<file path="config.mk">
export PLATFORM = sky130hd
export DESIGN_NAME = keypad_entry
export DESIGN_NICKNAME = d
export VERILOG_FILES = /design/src/rtl/keypad_pkg.sv /design/src/rtl/keypad_scanner.sv /design/src/rtl/keypad_entry.sv
export SDC_FILE = /design/constraint.sdc
export NUM_CORES = 1
export LEC_CHECK = 0
export BUFFER_PORTS_ARGS = -buffer_cell sky130_fd_sc_hd__buf_2
export CAP_MARGIN = 30
export CORE_ASPECT_RATIO = 0.7
export CORE_MARGIN = 3
export CORE_UTILIZATION = 25
export DETAILED_ROUTE_END_ITERATION = 10
export PLACE_DENSITY = 0.49
export SYNTH_ARGS = -nofsm -noshare
export SYNTH_HDL_FRONTEND = slang
export SYNTH_SLANG_ARGS = --single-unit
</file>
<file path="constraint.sdc">
create_clock -name key_clk -period 7.5 [get_ports key_clk]
set_clock_uncertainty 0.15 [all_clocks]
set_input_delay 0 -clock key_clk [delete_from_list [all_inputs] [get_ports key_clk]]
set_output_delay 0 -clock key_clk [all_outputs]
set_load 0.02 [all_outputs]
</file>
<file path="src/rtl/keypad_pkg.sv">
// Shared keypad constants: key indices (row*4+col), ALU operator codes and display codes.
// Helper functions classify key indices and encode a one-hot snapshot.
package keypad_pkg;

  localparam logic [3:0] KEY_1    = 4'd0;
  localparam logic [3:0] KEY_2    = 4'd1;
  localparam logic [3:0] KEY_3    = 4'd2;
  localparam logic [3:0] KEY_A    = 4'd3;
  localparam logic [3:0] KEY_4    = 4'd4;
  localparam logic [3:0] KEY_5    = 4'd5;
  localparam logic [3:0] KEY_6    = 4'd6;
  localparam logic [3:0] KEY_B    = 4'd7;
  localparam logic [3:0] KEY_7    = 4'd8;
  localparam logic [3:0] KEY_8    = 4'd9;
  localparam logic [3:0] KEY_9    = 4'd10;
  localparam logic [3:0] KEY_C    = 4'd11;
  localparam logic [3:0] KEY_BKSP = 4'd12;
  localparam logic [3:0] KEY_0    = 4'd13;
  localparam logic [3:0] KEY_SIGN = 4'd14;
  localparam logic [3:0] KEY_D    = 4'd15;

  localparam logic [2:0] OP_NONE  = 3'd0;
  localparam logic [2:0] OP_PLUS  = 3'd1;
  localparam logic [2:0] OP_MINUS = 3'd2;
  localparam logic [2:0] OP_MULT  = 3'd3;
  localparam logic [2:0] OP_DIV   = 3'd4;

  localparam logic [31:0] FND_BLANK = 32'h00CC_0000;
  localparam logic [31:0] FND_ERR   = 32'h00EE_0000;

  typedef enum logic [1:0] {
    DEB_IDLE    = 2'd0,
    DEB_PRESS   = 2'd1,
    DEB_HELD    = 2'd2,
    DEB_RELEASE = 2'd3
  } deb_state_t;

  function automatic logic key_is_digit(input logic [3:0] idx);
    case (idx)
      KEY_A, KEY_B, KEY_C, KEY_D, KEY_BKSP, KEY_SIGN: return 1'b0;
      default:                                        return 1'b1;
    endcase
  endfunction

  function automatic logic [3:0] key_digit(input logic [3:0] idx);
    case (idx)
      KEY_1:   return 4'd1;
      KEY_2:   return 4'd2;
      KEY_3:   return 4'd3;
      KEY_4:   return 4'd4;
      KEY_5:   return 4'd5;
      KEY_6:   return 4'd6;
      KEY_7:   return 4'd7;
      KEY_8:   return 4'd8;
      KEY_9:   return 4'd9;
      default: return 4'd0;
    endcase
  endfunction

  function automatic logic [3:0] onehot_index(input logic [15:0] v);
    logic [3:0] idx;
    idx = 4'd0;
    for (int i = 0; i < 16; i++) begin
      if (v[i]) idx = 4'(i);
    end
    return idx;
  endfunction

endpackage

</file>
<file path="src/rtl/keypad_scanner.sv">
// Drives one keypad column at a time, assembles a 16-bit press snapshot per sweep
// and debounces it into a one-clock key strobe with the accepted key index.
module keypad_scanner
  import keypad_pkg::*;
#(
  parameter int SCAN_DIV       = 1000,
  parameter int DEBOUNCE_SCANS = 4
) (
  input  logic       clk,
  input  logic       rst,
  input  logic [3:0] key_row,
  output logic [3:0] key_col,
  output logic       key_stb,
  output logic [3:0] key_idx
);

  localparam int DIV_W = $clog2(SCAN_DIV + 1);
  localparam int CNT_W = $clog2(DEBOUNCE_SCANS + 1);

  logic [DIV_W-1:0] div_r;
  logic [1:0]       col_r;
  logic [15:0]      snap_r;
  logic [15:0]      snap_full_s;
  logic             dwell_end_s;
  logic             sweep_s;
  logic             single_s;
  logic             match_s;
  logic             zero_s;

  deb_state_t       state_r, state_n;
  logic [CNT_W-1:0] cnt_r, cnt_n;
  logic [3:0]       key_r, key_n;
  logic             stb_r, stb_n;

  assign dwell_end_s = (div_r == DIV_W'(SCAN_DIV - 1));
  assign sweep_s     = dwell_end_s && (col_r == 2'd3);
  assign single_s    = (snap_full_s != 16'd0) && ((snap_full_s & (snap_full_s - 16'd1)) == 16'd0);
  assign match_s     = (snap_full_s == (16'd1 << key_r));
  assign zero_s      = (snap_full_s == 16'd0);
  assign key_stb     = stb_r;
  assign key_idx     = key_r;

  // Merge the rows seen on the current column into the sweep snapshot.
  always_comb begin
    snap_full_s = snap_r;
    for (int r = 0; r < 4; r++) begin
      snap_full_s[r*4 + int'(col_r)] = ~key_row[r];
    end
  end

  // Column dwell counter, column drive and snapshot capture.
  always_ff @(posedge clk) begin
    if (rst) begin
      div_r   <= '0;
      col_r   <= 2'd0;
      key_col <= 4'b1110;
      snap_r  <= 16'd0;
    end else if (dwell_end_s) begin
      div_r   <= '0;
      col_r   <= col_r + 2'd1;
      key_col <= ~(4'b0001 << (col_r + 2'd1));
      snap_r  <= snap_full_s;
    end else begin
      div_r   <= div_r + DIV_W'(1);
    end
  end

  // Debounce state register.
  always_ff @(posedge clk) begin
    if (rst) begin
      state_r <= DEB_IDLE;
      cnt_r   <= '0;
      key_r   <= 4'd0;
      stb_r   <= 1'b0;
    end else begin
      state_r <= state_n;
      cnt_r   <= cnt_n;
      key_r   <= key_n;
      stb_r   <= stb_n;
    end
  end

  // Debounce next state, evaluated only when a sweep completes.
  always_comb begin
    state_n = state_r;
    cnt_n   = cnt_r;
    key_n   = key_r;
    stb_n   = 1'b0;
    if (sweep_s) begin
      case (state_r)
        DEB_IDLE: begin
          if (single_s) begin
            key_n = onehot_index(snap_full_s);
            cnt_n = CNT_W'(1);
            if (DEBOUNCE_SCANS <= 1) begin
              stb_n   = 1'b1;
              state_n = DEB_HELD;
            end else begin
              state_n = DEB_PRESS;
            end
          end else begin
            state_n = DEB_IDLE;
          end
        end
        DEB_PRESS: begin
          if (!match_s) begin
            state_n = DEB_IDLE;
          end else if (cnt_r + CNT_W'(1) >= CNT_W'(DEBOUNCE_SCANS)) begin
            stb_n   = 1'b1;
            state_n = DEB_HELD;
          end else begin
            cnt_n   = cnt_r + CNT_W'(1);
          end
        end
        DEB_HELD: begin
          if (zero_s) begin
            cnt_n   = CNT_W'(1);
            state_n = (DEBOUNCE_SCANS <= 1) ? DEB_IDLE : DEB_RELEASE;
          end else begin
            state_n = DEB_HELD;
          end
        end
        DEB_RELEASE: begin
          if (!zero_s) begin
            state_n = DEB_HELD;
          end else if (cnt_r + CNT_W'(1) >= CNT_W'(DEBOUNCE_SCANS)) begin
            state_n = DEB_IDLE;
          end else begin
            cnt_n   = cnt_r + CNT_W'(1);
          end
        end
        default: state_n = DEB_IDLE;
      endcase
    end else begin
      state_n = state_r;
    end
  end

endmodule

</file>
<file path="src/rtl/keypad_entry.sv">
// Keypad numeric entry: builds a signed decimal operand and emits operator events.
// Optional KEYPAD_ECHO_EN adds key_code/key_stb echo ports for every accepted press.
module keypad_entry
  import keypad_pkg::*;
#(
  parameter int SCAN_DIV       = 1000,
  parameter int DEBOUNCE_SCANS = 4,
  parameter int MAX_DIGITS     = 5
) (
  input  logic        key_clk,
  input  logic        rst,
  input  logic [3:0]  key_row,
  output logic [3:0]  key_col,
  output logic [31:0] key_value,
  output logic [31:0] num_out,
  output logic [2:0]  op_code,
  output logic        op_valid
`ifdef KEYPAD_ECHO_EN
  ,
  output logic [3:0]  key_code,
  output logic        key_stb
`endif
);

  localparam int CW = $clog2(MAX_DIGITS + 1);

  logic        stb_s;
  logic [3:0]  idx_s;
  logic [3:0]  digit_s;

  logic [16:0]   mag_r, mag_n;
  logic [CW-1:0] cnt_r, cnt_n;
  logic          sign_r, sign_n;
  logic          empty_r, empty_n;
  logic          op_fire_s;
  logic [2:0]    op_n;
  logic [31:0]   num_n;

  function automatic logic [31:0] signed_value(input logic [16:0] mag, input logic sign);
    logic [31:0] ext;
    ext = {15'd0, mag};
    return sign ? (32'd0 - ext) : ext;
  endfunction

  keypad_scanner #(
    .SCAN_DIV       (SCAN_DIV),
    .DEBOUNCE_SCANS (DEBOUNCE_SCANS)
  ) u_scanner (
    .clk     (key_clk),
    .rst     (rst),
    .key_row (key_row),
    .key_col (key_col),
    .key_stb (stb_s),
    .key_idx (idx_s)
  );

  assign digit_s = key_digit(idx_s);

  // Entry update for the accepted key; operator keys snapshot the value and clear the entry.
  always_comb begin
    mag_n     = mag_r;
    cnt_n     = cnt_r;
    sign_n    = sign_r;
    empty_n   = empty_r;
    op_fire_s = 1'b0;
    op_n      = op_code;
    num_n     = num_out;
    if (stb_s) begin
      if (key_is_digit(idx_s)) begin
        if (cnt_r != CW'(MAX_DIGITS)) begin
          mag_n   = mag_r * 17'd10 + {13'd0, digit_s};
          cnt_n   = (mag_r == 17'd0 && digit_s == 4'd0) ? cnt_r : cnt_r + CW'(1);
          empty_n = 1'b0;
        end else begin
          mag_n   = mag_r;
        end
      end else begin
        case (idx_s)
          KEY_BKSP: begin
            mag_n   = mag_r / 17'd10;
            cnt_n   = (cnt_r == '0) ? '0 : cnt_r - CW'(1);
            empty_n = (cnt_n == '0);
            sign_n  = (mag_n == 17'd0) ? 1'b0 : sign_r;
          end
          KEY_SIGN: begin
            sign_n = (mag_r != 17'd0) ? ~sign_r : sign_r;
          end
          KEY_A, KEY_B, KEY_C, KEY_D: begin
            num_n     = empty_r ? 32'd0 : signed_value(mag_r, sign_r);
            op_fire_s = 1'b1;
            case (idx_s)
              KEY_A:   op_n = OP_PLUS;
              KEY_B:   op_n = OP_MINUS;
              KEY_C:   op_n = OP_MULT;
              default: op_n = OP_DIV;
            endcase
            mag_n   = 17'd0;
            cnt_n   = '0;
            sign_n  = 1'b0;
            empty_n = 1'b1;
          end
          default: mag_n = mag_r;
        endcase
      end
    end else begin
      mag_n = mag_r;
    end
  end

  // Entry state and registered outputs.
  always_ff @(posedge key_clk) begin
    if (rst) begin
      mag_r     <= 17'd0;
      cnt_r     <= '0;
      sign_r    <= 1'b0;
      empty_r   <= 1'b1;
      key_value <= FND_BLANK;
      num_out   <= 32'd0;
      op_code   <= OP_NONE;
      op_valid  <= 1'b0;
    end else begin
      mag_r     <= mag_n;
      cnt_r     <= cnt_n;
      sign_r    <= sign_n;
      empty_r   <= empty_n;
      key_value <= empty_n ? FND_BLANK : signed_value(mag_n, sign_n);
      num_out   <= num_n;
      op_code   <= op_n;
      op_valid  <= op_fire_s;
    end
  end

`ifdef KEYPAD_ECHO_EN
  // Echo of every accepted press, aligned with the entry update.
  always_ff @(posedge key_clk) begin
    if (rst) begin
      key_code <= 4'd0;
      key_stb  <= 1'b0;
    end else begin
      key_code <= stb_s ? idx_s : key_code;
      key_stb  <= stb_s;
    end
  end
`endif

endmodule

</file>
==> summary.md <==
| Metric | Value |
|---|---|
| CTS Buf Count | 9 |
| 1st-iter DRT viols | 838 |
| Synth area leader | dfxtp_1 |
| Post-CTS Resized | 0 |
| Number of I/O pins | 78 |
| Run status | finished, final reports clean |
| Post-synth top area share | 0.2317 |
| Vias per cell | 5.374 |
| Drt wl/cell | 17.61 µm |
| Async S/R FF share, synth | 0 |
| CTS clk-pin slew, worst paths | 0.09 ns |
| Post-synthesis sequential element count | 109 |
| ANT cells | 0 |
| DRT Wirelength | 31170 µm |
| Fin crit period | 6.853 ns |
| Ys Warns | 0 |
| P_leak | 4.050 nW |
| Top FF cell, synth | dfxtp_1 |
| Core Footprint | 36500 µm² |
| Max-Cap Viols | 0 |
| Antenna viol nets, final | 0 |
| Register area | 2182 µm² |
| Number of fill cells in the layout | 4009 |
| Final period util | 0.9137 |
| Clock Sinks | 109 |
| Critical path's slowest cell | a22oi_1 |
| Critical Path Sink Type | register |
| Wire length of the first global-routing pass | 48480 µm |
| Initial antenna violation count | 1 |
| Drt pass-1 iters | 5 |
| CP required | 7.64 ns |
| Dpl hpwl | 23170 µm |
| Postcts setup bufs | 0 |
| Post-Syn Area | 9419 µm² |
| # setup viols final | 0 |
| Hold Crit Class | primary input to register |
| H-tree levels | 3 |
| Syn avg cell area | 7.411 µm² |
| Die H | 168.4 µm |
| Gpl congestion | 0.9017 |
| GRT Resource Usage Total | 0.1515 |
| Worst-margin pin slew | 1.116 ns |
| Setup Crit Path Kind | register to register |
| Critical path's largest stage delay | 0.89 ns |
| Worst Path Arrival | 6.99 ns |
| Vias | 9512 |
| Multi-input gate area | 6481 µm² |
| Peak VDD IR | 0.0001152 V |
| Number of synthesized flops with an enable pin | 0 |
| Crit-path max FO | 13 |
| Post-synthesis cell type count | 112 |
| Max Slew Vio Count | 0 |
| Top post-synthesis cells by area | dfxtp_1 23%, nor2_1 6.6%, ha_1 6.2% |
| TritonCTS clock tree | yes |
| Hold Buf Count CTS | 2 |
| Cells after synthesis | 1271 |
| Mapped Nets | 1326 |
| Clock latency on the worst-skew pair | 0.39 ns |
| CP Launch Type | register |
| Chip width | 238.0 µm |
| Setup TNS | 0 ns |
| Register area share after synthesis | 0.2317 |
| Clock Root Buffer | clkbuf_16 |
| Initial Utilization | 0.2580 |
| Vias in the first global route | 8349 |
| Cell Pwr Density | 109.3 nW/µm² |
| Nets | 1340 |
| Row count | 58 |
| Largest net degree at the start of global routing | 59 |
| DIE AREA | 40080 µm² |
| RSZ-0062 raised after global routing | no |
| Final hold vios | 0 |
| CP cell instances | nor2b_2 > nor2_1 > a211oi_2 > a21oi_1 > mux4_2 > a21o_2 > nor2_4 > a31oi_1 > a22oi_1 > a221o_1 > o211ai_1 > a31o_1 > maj3_2 > a2bb2oi_2 > ha_1 > and2_1 > o2111ai_1 > nor3b_2 > nand2_1 > and3_1 > o21a_1 |
| Fmax | 0.1459 GHz |
| Util after Layout | 0.2845 |
| GR Overflow Total | 0 |
| Slew Limit Headroom | 0.2560 |
| DR DRC count | 0 |
| Layout cells sized above 1 | 0.1333 |
| Port Buffers | 77 |
| Area growth syn-to-layout | 10.27% |
| Clk buf depth | 2 |
## sequential cells by signal (all words and copies together) (netlist names)
name	count
op_code	3
u_scanner.col_r	2
sign_r	1
u_scanner.key_stb	1
digit_s	4
u_scanner.state_r	2
mag_r	17
u_scanner.div_r	10
num_out	18
key_value	19
u_scanner.key_idx	4
u_scanner.key_col	4
cnt_r	3
u_scanner.cnt_r	3
op_valid	1
empty_r	1
u_scanner.snap_r	16
## report_power, final
group | internal, W | switching, W | leakage [nW] | total, W
Clock | 0.000238 | 0.000271 | 0.149 | 0.000509
Sequential | 0.000580 | 0.00000369 | 0.879 | 0.000584
Combinational | 0.0000118 | 0.0000305 | 3.02 | 0.0000424
## layout make-up
cell class,count,area share
well taps,480,0.05782
clock inverters,7,0.007469
multi-input cells,1008,0.6240
repair buffers,106,0.06047
flip-flops and latches,109,0.2101
inverters,51,0.01843
clock buffers,9,0.02168
## metal layers
metal	track usage	up-vias	share of wire
li1	-	4627	-
met1	0.2535	4509	0.54
met2	0.1882	364	0.36
met3	0.03406	12	0.089
met4	0.02732	0	0.0067
met5	0	-	0
## worst max-delay path: cells and delay by family (launching register included)
family / cells / cell delay [ns]
fa+ha+maj: 2 / 0.62
compound gates: 11 / 3.46
mux: 1 / 0.55
simple gates: 7 / 1.46
flops: 1 / 0.52
## cells in the mapped netlist, types with 9 or more instances
cell and number:
nor2_1 166, nand2_1 119, dfxtp_1 109, a21oi_1 91
o21ai_0 67, clkbuf_1 49, inv_1 48, ha_1 47
nand3_1 44, xnor2_1 42, nor3_1 41, buf_4 31
a22oi_1 23, a31oi_1 17, nand2b_1 15, xor2_1 15
o22ai_1 14, buf_2 13, nand4_1 13, nor3b_1 13
mux2i_1 12, a211oi_1 11, o31ai_1 11, a21o_1 10
and3_1 10, o21a_1 10, nor2b_1 9, o221ai_1 9
## path summary, 6_finish.rpt
path | cells past startpoint | slack (ns) | endpoint | from
setup / recovery | 21 | 0.65 | key_value[8]$_SDFF_PP0_ | mag_r[14]$_SDFF_PP0_
setup reg to reg | 21 | 0.65 | key_value[8]$_SDFF_PP0_ | mag_r[14]$_SDFF_PP0_
hold reg to reg | 2 | 0.31 | u_scanner.snap_r[1]$_SDFFE_PP0N_ | u_scanner.snap_r[1]$_SDFFE_PP0N_
hold / removal | 4 | 0.03 | u_scanner.snap_r[6]$_SDFFE_PP0N_ | key_row[1]
## logic make-up (layout without fill, tap and decap cells)
group	count (synthesis)	after routing	synth area share
XOR/XNOR	57	57	0.05300
buffers and inverters	154	173	0.08023
AND/OR/NAND/NOR	506	506	0.2653
adder cells (fa/ha/maj)	57	57	0.07545
AO/OA/AOI/OAI	373	373	0.2768
multiplexers	15	15	0.01753
flip-flops	109	109	0.2317
## placed cells by master (no fill, tap or decap), types with 42 or more instances in the layout
master,instances
nand3_1,44
nand2_1,119
buf_2,77
ha_1,47
xnor2_1,42
o21ai_0,67
a21oi_1,91
nor2_1,166
dfxtp_1,109
inv_1,48
## through the flow
stage	worst slack, ns	cell area [µm²]	power, W	hold WS [ns]	cells
2_1_floorplan	1.967	9419	0.0006260	0.08833	1271
3_3_place_gp	0.9610	10040	0.0006389	0.2655	1751
3_5_place_dp	0.8283	10060	0.0006389	0.2663	1752
4_1_cts	0.8265	10390	0.001159	0.0005355	1770
5_1_grt	0.3025	10390	0.001182	0.05157	1770
6_report	0.6473	10390	0.001135	0.02626	1770
No activity file was read; power rests on OpenSTA's default activity.
